==> config.mk <==
export PLATFORM = sky130hd
export DESIGN_NAME = axis_beat_serializer
export DESIGN_NICKNAME = d
export VERILOG_FILES = /design/src/rtl/axis_beat_serializer.sv
export SDC_FILE = /design/constraint.sdc
export NUM_CORES = 1
export LEC_CHECK = 0
export ABC_AREA = 1
export CORE_UTILIZATION = 40
export CTS_BUF_LIST = sky130_fd_sc_hd__clkbuf_8
export CTS_CLUSTER_SIZE = 28
export DETAILED_ROUTE_END_ITERATION = 10
export HOLD_SLACK_MARGIN = 0.15
export PLACE_DENSITY = 0.72
export SYNTH_ARGS = -nofsm -noshare
export SYNTH_HDL_FRONTEND = slang
export SYNTH_SLANG_ARGS = --single-unit
==> constraint.sdc <==
create_clock -name clk_i -period 1.8 [get_ports clk_i]
set_input_delay 0.36 -clock clk_i [delete_from_list [all_inputs] [get_ports clk_i]]
set_output_delay 0.36 -clock clk_i [all_outputs]
set_load 0.1 [all_outputs]
==> src/rtl/axis_beat_serializer.sv <==
`default_nettype none
// ============================================================================
// Module  : axis_beat_serializer
// Brief   : Splits one wide AXIS word into LSB-first link beats with index/last
// Revision: 1.0
// ============================================================================

module axis_beat_serializer #(
  parameter int unsigned PayloadWidth = 65,
  parameter int unsigned BeatWidth    = 16,
  // Derived from the two widths above; leave at their defaults.
  parameter int unsigned NumBeats     = (PayloadWidth + BeatWidth - 1) / BeatWidth,
  parameter int unsigned CntWidth     = (NumBeats > 1) ? $clog2(NumBeats) : 1,
  parameter bit          IgnoreAssert = 1'b0
) (
  input  logic                    clk_i,
  input  logic                    rst_ni,
  input  logic [PayloadWidth-1:0] in_data_i,
  input  logic                    in_valid_i,
  output logic                    in_ready_o,
  output logic [BeatWidth-1:0]    out_data_o,
  output logic                    out_valid_o,
  input  logic                    out_ready_i,
  output logic                    out_last_o,
  output logic [CntWidth-1:0]     out_idx_o,
  output logic                    busy_o
);

  localparam int unsigned         BufWidth = NumBeats * BeatWidth;
  localparam logic [CntWidth-1:0] LastIdx  = CntWidth'(NumBeats - 1);

  typedef enum logic [0:0] {
    IDLE = 1'b0,
    SEND = 1'b1
  } state_e;

  state_e              state_q;
  logic [CntWidth-1:0] cnt_q;
  logic [CntWidth-1:0] cnt_d;
  logic [BufWidth-1:0] buf_q;
  logic                out_valid_q;
  logic                out_last_q;
  logic                ready_en_q;
  logic                in_hs;
  logic                out_hs;

  // ready_en_q keeps tready low until the first cycle after reset releases.
  assign in_ready_o = ready_en_q &
                      ((state_q == IDLE) | ((state_q == SEND) & out_last_q & out_ready_i));
  assign in_hs      = in_valid_i & in_ready_o;
  assign out_hs     = out_valid_q & out_ready_i;
  assign cnt_d      = cnt_q + CntWidth'(1);

  always_ff @(posedge clk_i) begin
    if (!rst_ni) begin
      state_q     <= IDLE;
      cnt_q       <= '0;
      buf_q       <= '0;
      out_valid_q <= 1'b0;
      out_last_q  <= 1'b0;
      ready_en_q  <= 1'b0;
    end else begin
      ready_en_q <= 1'b1;
      if (in_hs) begin
        // Covers both a load from IDLE and a back-to-back reload on the last beat.
        state_q     <= SEND;
        buf_q       <= BufWidth'(in_data_i);
        cnt_q       <= '0;
        out_valid_q <= 1'b1;
        out_last_q  <= (LastIdx == '0);
      end else if (out_hs) begin
        if (out_last_q) begin
          state_q     <= IDLE;
          buf_q       <= '0;
          cnt_q       <= '0;
          out_valid_q <= 1'b0;
          out_last_q  <= 1'b0;
        end else begin
          buf_q      <= buf_q >> BeatWidth;
          cnt_q      <= cnt_d;
          out_last_q <= (cnt_d == LastIdx);
        end
      end
    end
  end

  assign out_data_o  = buf_q[BeatWidth-1:0];
  assign out_valid_o = out_valid_q;
  assign out_last_o  = out_last_q;
  assign out_idx_o   = cnt_q;
  assign busy_o      = (state_q == SEND);

  a_data_stable : assert property (
    @(posedge clk_i) disable iff (!rst_ni || IgnoreAssert)
    (out_valid_o && !out_ready_i) |=> (out_valid_o && $stable(out_data_o))
  );

  a_cnt_range : assert property (
    @(posedge clk_i) disable iff (!rst_ni || IgnoreAssert)
    (cnt_q <= LastIdx)
  );

endmodule

`default_nettype wire

==> flow_metrics.py, run 1 <==
metrics = {
    "clock_network": {
        "post_cts_buffers": 0,
        "cts_root_buf": "clkbuf_8",
        "clock_path_buffers": 2,
        "clkSinkCount": 71,
        "cts-htree-levels": 3,
        "cts.hold.buffers_added": 0,
        "cts_buffers": 9,
        "cts_resized": 0,
        "clk_latency_ns": 0.36,
        "clk_pin_slew_ns": 0.07,
        "cts_tree": "built",
    },
    "floorplanning": {
        "core_area_mm2": 0.00881,
        "start_util_pct": 41.7,
        "rows": 34,
        "die_h_um": 97.8,
        "ios": 92,
        "die_w_um": 97.8,
        "dieArea_mm2": 0.00956,
    },
    "timing": {
        "finalCriticalPeriod_ns": 1.74,
        "setup_slack_ns": 0.0616,
        "slew_headroom_pct": 75.9,
        "skew_ns": 0.00863,
        "hold_viol": 0,
        "fin_crit_sh_pct": 96.6,
        "setup_viol": 0,
        "rsz0062_at_grt": "false",
        "worstMarginPinSlew_ns": 0.362,
        "max_freq_ghz": 0.575,
        "maxSlewViolCount": 0,
    },
    "critical_path": {
        "critPathKind": "input pin to output port",
        "critPathMaxFanout": 2,
        "cp.required_ns": 1.44,
        "worst_setup_path_end_kind": "output port",
        "cp-start-kind": "input pin",
        "arrival_ns": 1.38,
    },
    "placed_design": {
        "gp_congestion": 0.809,
        "port_buffers": 91,
        "place_ws_ns": -0.00389,
        "dp_hpwl_um": 6530,
        "place_area_mm2": 0.00482,
    },
    "yosys": {
        "yosys_warnings": 0,
        "ys_seq_area_share_pct": 38.7,
        "syn_inst": 554,
        "synth_seq_cells": 71,
        "syn_nets": 625,
        "syn_avg_cell_area_um2": 6.62,
        "yosysUniqueCellTypes": 19,
        "netlist_area_mm2": 0.00367,
    },
    "route": {
        "drc": 12,
        "drt_iter0_markers": 251,
        "dr.pass1.iters": 7,
        "antenna_left": 0,
        "vias_per_cell": 5.23,
        "wl_per_cell_um": 13.2,
        "vias": 3758,
        "wirelength_um": 9480,
    },
    "grt": {
        "grt_pass1_vias": 3514,
        "grt_first_pass_wirelength_um": 16000,
        "grtUsageTotal_pct": 20.6,
        "grt_max_degree": 72,
        "overflow": 0,
        "antenna_found_initial": 0,
    },
    "outcome": {
        "violations": "DRC",
        "status": "finished, violations left",
    },
    "cells_and_area": {
        "fill_cells": 828,
        "fin_nets": 676,
        "multiInputGateArea_mm2": 0.00173,
        "seqCellArea_mm2": 0.00143,
        "finalInstanceArea_mm2": 0.00502,
        "area_delta_synth_final_pct": 36.9,
        "final_layout_size_suffix_gt1_share_pct": 11.1,
        "antennaDiodeCount": 0,
    },
    "power": {
        "max-vdd-ir-drop_mv": 0.517,
        "power-per-cell-area_mw_per_mm2": 795,
        "leakagePower_nw": 2.19,
    },
    "min_path": {
        "hp-class": "flip-flop to flip-flop",
    },
    "job": {
        "max_cap_violations": 0,
    },
}
final cells by class:
class                      count  area share (%)
tap                          108            2.69
inverter                      52            3.89
timing repair buffer         107            26.5
multi-input combinational    364            34.5
sequential                    71            28.5
clock inverter                 6            1.20
clock buffer                  10            2.74
where the power goes:
group	internal (W)	switching [W]
Clock	0.000669	0.000607
Combinational	0.000406	0.000567
Sequential	0.00167	0.0000719
flip-flops by register name, indices dropped and copies added, names as in the netlist:
name	cells
buf_q	65
out_idx_o	3
out_last_o	1
out_valid_o	1
ready_en_q	1
critical path: stages:
cell	delay, ns
clkdlybuf4s50_1	0.50
nand2_1	0.11
a21boi_2	0.21
buf_12	0.20
per-layer routing:
metal,routed length [um],vias to the layer above,part of all wire [%],GRT usage [%]
li1,-,1911,-,-
met1,4280,1694,45,26.6
met2,4370,138,46,33.2
met3,686,15,7.2,5.94
met4,151,0,1.6,6.29
met5,0,-,0,0
per-stage QoR:
stage          util [%]  hold WS, ns  cells  power (W)  setup TNS (ns)
6_report           57.0        0.482    718    0.00399               0
5_1_grt            57.0        0.506    718    0.00416               0
4_1_cts            57.0        0.484    718    0.00401               0
3_5_place_dp       54.8        0.475    702    0.00275        -0.00478
3_3_place_gp       54.8        0.466    702    0.00274               0
2_1_floorplan         -        0.388    554    0.00237               0
final timing paths:
check | end | depth (start not counted) | from | slack, ns
max reg2reg | buf_q[20]$_SDFFE_PN0P_ | 7 | out_last_o$_SDFFE_PP0P_ | 0.45
max | in_ready_o | 4 | out_ready_i | 0.06
min | buf_q[32]$_SDFFE_PN0P_ | 2 | buf_q[32]$_SDFFE_PN0P_ | 0.48
min reg2reg | buf_q[32]$_SDFFE_PN0P_ | 2 | buf_q[32]$_SDFFE_PN0P_ | 0.48
synth_stat cells:
cell type	number	area, um^2
buf_2	13	65.1
clkbuf_1	28	105
buf_4	18	135
a21oi_1	68	340
buf_1	8	30.0
inv_1	51	191
a22oi_1	1	7.51
nand3_2	1	10.0
nor2_1	3	11.3
nand2_1	154	578
nor2_2	1	6.26
dfxtp_1	71	1420
a21boi_2	1	11.3
inv_2	1	3.75
nand3_1	81	405
nand4_1	49	307
ha_1	2	25.0
nor3_1	2	10.0
nand2_2	1	6.26
logic make-up after synthesis:
kind of cell / after synthesis / synth area share (%)
and+or+nand+nor: 292 / 36.3
AOI/OAI and AO/OA: 70 / 9.79
buffers and inverters: 119 / 14.5
adders and majority gates: 2 / 0.682
DFF: 71 / 38.7
cells in the final DEF, fill, tap and decap left out:
cell type,netlist,final
nand2_1,154,153
nand3_1,81,81
a21oi_1,68,68
clkdlybuf4s50_1,0,67
dfxtp_1,71,66
inv_1,51,50
nand4_1,49,49
buf_12,0,29
clkbuf_8,0,10
buf_4,18,10
dfxtp_2,0,4
nor2_1,3,3
clkinv_2,0,3
nand2_2,1,2
inv_2,1,2
nor3_1,2,2
ha_1,2,2
clkinvlp_4,0,2
a21boi_2,1,1
nand3_4,0,1
nor2_4,0,1
a22oi_1,1,1
bufinv_16,0,1
buf_2,13,1
dfxtp_4,0,1
(Power assumes the default switching activity.)
==> inputs of run 2 (changes only) <==
- ABC_AREA: 1 -> 0
- PLACE_DENSITY: 0.72 -> 0.76
==> flow_metrics.py, run 2 <==
metrics = {
    "outcome": {
        "status": "complete, no violations",
    },
    "placed_design": {
        "dp_hpwl_um": 4330,
        "port_buffers": 91,
        "place_area_mm2": 0.00393,
        "gp_congestion": 0.710,
    },
    "timing": {
        "slew_headroom_pct": 70.5,
        "max_freq_ghz": 0.577,
        "setup_viol": 0,
        "skew_ns": 0.00529,
        "hold_viol": 0,
        "finalCriticalPeriod_ns": 1.73,
        "worstMarginPinSlew_ns": 0.443,
        "maxSlewViolCount": 0,
        "fin_hold_ws_ns": 0.477,
        "rsz0062_at_grt": "false",
        "fin_crit_sh_pct": 96.3,
    },
    "route": {
        "antenna_left": 0,
        "wirelength_um": 5910,
        "drt_iter0_markers": 124,
        "drc": 0,
        "dr.pass1.iters": 4,
        "wl_per_cell_um": 14.0,
        "vias": 2165,
        "vias_per_cell": 5.12,
    },
    "yosys": {
        "syn_avg_cell_area_um2": 11.5,
        "synth-edff-count": 0,
        "synth_seq_cells": 71,
        "synthTopCellsByArea": "dfxtp_1, a221o_1, and2_1",
        "synth_top_area_share_pct": 50.3,
        "ys_seq_area_share_pct": 50.3,
        "synth_top_area_cell": "dfxtp_1",
        "synth_flop_cell": "dfxtp_1",
        "yosysUniqueCellTypes": 21,
        "netlist_area_mm2": 0.00283,
        "synth_most_common_cell": "dfxtp_1",
        "yosys_warnings": 0,
        "synth_async_sr_flop_share_pct": 0,
        "syn_nets": 317,
        "synth_commonest_cells": "dfxtp_1, a221o_1, and2_1",
        "syn_inst": 246,
    },
    "clock_network": {
        "cts.hold.buffers_added": 0,
        "clkSinkCount": 71,
        "cts_tree": "built",
        "cts-htree-levels": 3,
        "clock_path_buffers": 2,
        "cts_root_buf": "clkbuf_8",
        "clk_latency_ns": 0.34,
        "post_cts_buffers": 0,
        "clk_pin_slew_ns": 0.07,
        "cts_buffers": 9,
    },
    "grt": {
        "antenna_found_initial": 0,
        "grt_first_pass_wirelength_um": 9540,
        "grt_max_degree": 50,
        "top_usage_layer": "met2",
        "overflow": 0,
        "grtUsageMet1_pct": 22.6,
        "met2_usage_pct": 24.3,
        "grtUsageTotal_pct": 16.6,
        "grt_pass1_vias": 1995,
        "grt_use_met3_pct": 3.75,
    },
    "critical_path": {
        "cp.required_ns": 1.44,
        "cp-start-kind": "flip-flop",
        "crit_family": "flip-flops",
        "critPathMaxFanout": 8,
        "critPathKind": "flip-flop to output port",
        "cp_num_buf_inv": 2,
        "worstPathCellList": "a21boi_2, buf_4, nor2b_4, buf_12",
        "worst_setup_path_end_kind": "output port",
        "arrival_ns": 1.37,
        "cpPeakStageDelay_ns": 0.42,
        "cp_slowest_cell": "dfxtp_4",
    },
    "floorplanning": {
        "die_h_um": 86.0,
        "ios": 92,
        "dieArea_mm2": 0.00740,
        "rows": 30,
        "core_area_mm2": 0.00679,
        "start_util_pct": 41.6,
        "die_w_um": 86.0,
    },
    "cells_and_area": {
        "fill_cells": 573,
        "multiInputGateArea_mm2": 0.00112,
        "final_layout_size_suffix_gt1_share_pct": 18.3,
        "largest_register_ffs": 65,
        "area_delta_synth_final_pct": 48.5,
        "largest_register": "buf_q",
        "antennaDiodeCount": 0,
        "seqCellArea_mm2": 0.00143,
        "finalInstanceArea_mm2": 0.00420,
        "fin_nets": 393,
        "mostFrequentLayoutCell": "clkdlybuf4s50_1",
        "final_cell_mix": "clkdlybuf4s50_1, dfxtp_1, and2_1, a221o_1, buf_12",
    },
    "min_path": {
        "hp-class": "flip-flop to flip-flop",
    },
    "power": {
        "max-vdd-ir-drop_mv": 0.510,
        "power-per-cell-area_mw_per_mm2": 950,
        "leakagePower_nw": 1.66,
    },
    "job": {
        "max_cap_violations": 0,
    },
}
run 2: changes by cell type after synthesis, moves of 24 or more:
| cell | change |
|---|---|
| nand2_1 | -149 |
| nand3_1 | -81 |
| a21oi_1 | -63 |
| inv_1 | -50 |
| a221o_1 | +49 |
| and2_1 | +49 |
| nand4_1 | -49 |
| clkbuf_1 | -24 |
run 2: final cells by class:
cell class	count	share of cell area (%)
multi-input combinational	138	26.7
clock buffer	9	2.95
sequential	71	34.1
clock inverter	7	3.46
timing repair buffer	101	29.8
inverter	1	0.0894
tap	96	2.86
run 2: layer usage:
metal	vias to the layer above	wire length, um
met3	13	284
li1	1061	-
met4	0	155
met2	69	2610
met1	1022	2850
met5	-	0
run 2: kinds of logic after synthesis:
| logic type | count (synthesis) | synth area share (%) |
|---|---|---|
| simple gates | 63 | 14.2 |
| compound gates | 73 | 24.1 |
| fa+ha+maj | 2 | 0.886 |
| flops | 71 | 50.3 |
| buf+inv | 37 | 10.5 |
run 2: metrics by stage:
stage	util [%]	instances	setup TNS [ns]	power (W)	setup slack, ns
detailed placement	57.8	407	-6.21	0.00237	-0.155
CTS	61.8	423	0	0.00403	0.0491
global placement	57.8	407	-3.11	0.00236	-0.0708
global route	61.8	423	0	0.00412	0.00111
floorplan	-	246	0	0.00209	0.0452
finish	61.8	423	0	0.00399	0.0666
run 2: final timing paths:
check                      endpoint  slack (ns)                startpoint  cells after the start
max                      in_ready_o        0.07  out_valid_o$_SDFFE_PN0P_                      4
min          buf_q[57]$_SDFFE_PN0P_        0.48    buf_q[57]$_SDFFE_PN0P_                      1
max reg2reg   buf_q[6]$_SDFFE_PN0P_        0.35  out_valid_o$_SDFFE_PN0P_                      4
min reg2reg  buf_q[57]$_SDFFE_PN0P_        0.48    buf_q[57]$_SDFFE_PN0P_                      1
run 2: power by group:
| part | switching (W) | internal, W |
|---|---|---|
| logic | 0.000307 | 0.000316 |
| registers | 0.0000554 | 0.00165 |
| clock network | 0.000592 | 0.00106 |
| total | 0.000955 | 0.00303 |
run 2: repair_timing:
action	in CTS	in global routing
setup endpoints to repair	1	0
endpoints found under the hold margin	0	0
gates resized for setup	1	0
==> inputs of run 3 (changes only) <==
- CORE_ASPECT_RATIO: default -> 1.75
- DONT_BUFFER_PORTS: default -> 1
- PLACE_DENSITY: 0.76 -> 0.59
==> flow_metrics.py, run 3 (same netlist as run 2, synthesis figures left out) <==
metrics = {
    "outcome": {
        "status": "complete, no violations",
    },
    "critical_path": {
        "reg2reg_slack_ns": 0.32,
        "cp.required_ns": 1.44,
        "worst_setup_path_end_kind": "output port",
        "worstPathCellList": "a21boi_2, nor2b_4, buf_12",
        "startpoint": "out_valid_o$_SDFFE_PN0P_",
        "critPathMaxFanout": 8,
        "cp-start-kind": "flip-flop",
        "critPathKind": "flip-flop to output port",
        "endpoint": "in_ready_o",
        "arrival_ns": 1.32,
        "cpPeakStageDelay_ns": 0.39,
        "regToRegStartpoint": "out_valid_o$_SDFFE_PN0P_",
        "cp_slowest_cell": "dfxtp_4",
        "rr_worst_depth": 4,
        "timing.rr.end": "buf_q[7]$_SDFFE_PN0P_",
    },
    "min_path": {
        "min_path_cells": 2,
        "hp-class": "input pin to flip-flop",
    },
    "placed_design": {
        "gp_congestion": 0.676,
        "port_buffers": 0,
        "place_ws_ns": 0.330,
        "dp_hpwl_um": 4240,
        "place_area_mm2": 0.00289,
    },
    "cells_and_area": {
        "largest_register_ffs": 65,
        "fin_nets": 383,
        "area_delta_synth_final_pct": 31.1,
        "final_util_pct": 54.0,
        "antennaDiodeCount": 0,
        "final_layout_size_suffix_gt1_share_pct": 14.9,
        "finalInstanceArea_mm2": 0.00370,
        "fill_cells": 600,
        "final_cell_mix": "dfxtp_1, dlygate4sd3_1, and2_1, a221o_1, buf_4",
        "largest_register": "buf_q",
    },
    "clock_network": {
        "cts_resized": 0,
        "clock_path_buffers": 2,
        "post_cts_buffers": 0,
        "cts_buffers": 9,
        "cts_root_buf": "clkbuf_8",
        "clk_pin_slew_ns": 0.07,
        "cts-htree-levels": 3,
        "clkSinkCount": 71,
        "cts_tree": "built",
        "clk_latency_ns": 0.35,
        "cts.hold.buffers_added": 66,
    },
    "grt": {
        "grt_pass1_vias": 2043,
        "grtUsageTotal_pct": 19.5,
        "overflow": 0,
        "grt_first_pass_wirelength_um": 10400,
        "antenna_found_initial": 0,
        "grt_max_degree": 66,
    },
    "route": {
        "vias_per_cell": 5.34,
        "antenna_left": 0,
        "vias": 2134,
        "wirelength_um": 6760,
        "drc": 0,
        "drt_iter0_markers": 169,
        "dr.pass1.iters": 4,
        "wl_per_cell_um": 16.9,
    },
    "timing": {
        "skew_ns": 0.00480,
        "setup_viol": 0,
        "fin_crit_sh_pct": 93.2,
        "slew_headroom_pct": 63.4,
        "hold_viol": 0,
        "maxSlewViolCount": 0,
        "max_freq_ghz": 0.596,
        "worstMarginPinSlew_ns": 0.544,
        "setup_tns_ns": 0,
        "setup_slack_ns": 0.122,
        "finalCriticalPeriod_ns": 1.68,
        "rsz0062_at_grt": "false",
        "fin_hold_ws_ns": 0.184,
    },
    "floorplanning": {
        "dieArea_mm2": 0.00742,
        "die_h_um": 113,
        "rows": 40,
        "core_area_mm2": 0.00686,
        "start_util_pct": 41.2,
        "die_w_um": 65.5,
        "ios": 92,
    },
    "power": {
        "leakagePower_nw": 1.52,
        "power-per-cell-area_mw_per_mm2": 883,
        "max-vdd-ir-drop_mv": 0.541,
    },
    "job": {
        "max_cap_violations": 0,
    },
}
## run 3: changes by cell type in the layout (fill, tap and decap cells not counted), sizes merged
cell           previous run  this run
clkdlybuf4s50            67         0
dlygate4sd3               0        66
buf                      33        25
bufinv                    4         0
inv                       1         5
clkbuf                    9        10
clkinv                    2         1
clkinvlp                  1         0
dlygate4sd2               1         0
## run 3: worst min path at each step
stage / startpoint / endpoint / slack [ns]
after floorplan: rst_ni / ready_en_q$_DFF_P_ / 0.39
after global placement: rst_ni / ready_en_q$_DFF_P_ / 0.39
after detailed placement: rst_ni / ready_en_q$_DFF_P_ / 0.39
after CTS: out_ready_i / out_last_o$_SDFFE_PP0P_ / 0.16
after global routing: out_ready_i / out_idx_o[1]$_SDFFE_PP0P_ / 0.19
final: out_ready_i / out_last_o$_SDFFE_PP0P_ / 0.18
## run 3: final cells by class
class	count	area [um^2]	share of cell area [%]
sequential	71	1430	38.6
multi-input combinational	138	1120	30.3
timing repair buffer	91	886	23.9
clock buffer	10	138	3.72
tap	84	105	2.84
clock inverter	5	20.0	0.541
inverter	1	3.75	0.101
## run 3: through the flow
stage,cells,power [W]
4_1_cts,400,0.00331
3_5_place_dp,319,0.00212
3_3_place_gp,319,0.00212
6_report,400,0.00327
5_1_grt,400,0.00341
2_1_floorplan,246,0.00209
## run 3: worst max-delay path: cells and delay by family, from the launching register on
family,cells,cell delay [ns]
buf+inv,1,0.17
flops,1,0.39
compound gates,1,0.33
simple gates,1,0.08
## run 3: layer usage
layer,part of all wire [%],wire length (um),vias to the layer above,GRT usage [%]
li1,-,-,1048,-
met1,38,2560,1010,20.3
met2,55,3730,64,34.6
met3,4.6,312,12,4.03
met4,2.4,163,0,11.7
met5,0,0,-,0
## run 3: power by group
group | leakage (nW) | switching (W) | internal (W)
combinational | 0.845 | 0.000308 | 0.000211
clock | 0.0971 | 0.000552 | 0.000507
sequential | 0.582 | 0.0000412 | 0.00165
total | 1.52 | 0.000901 | 0.00237
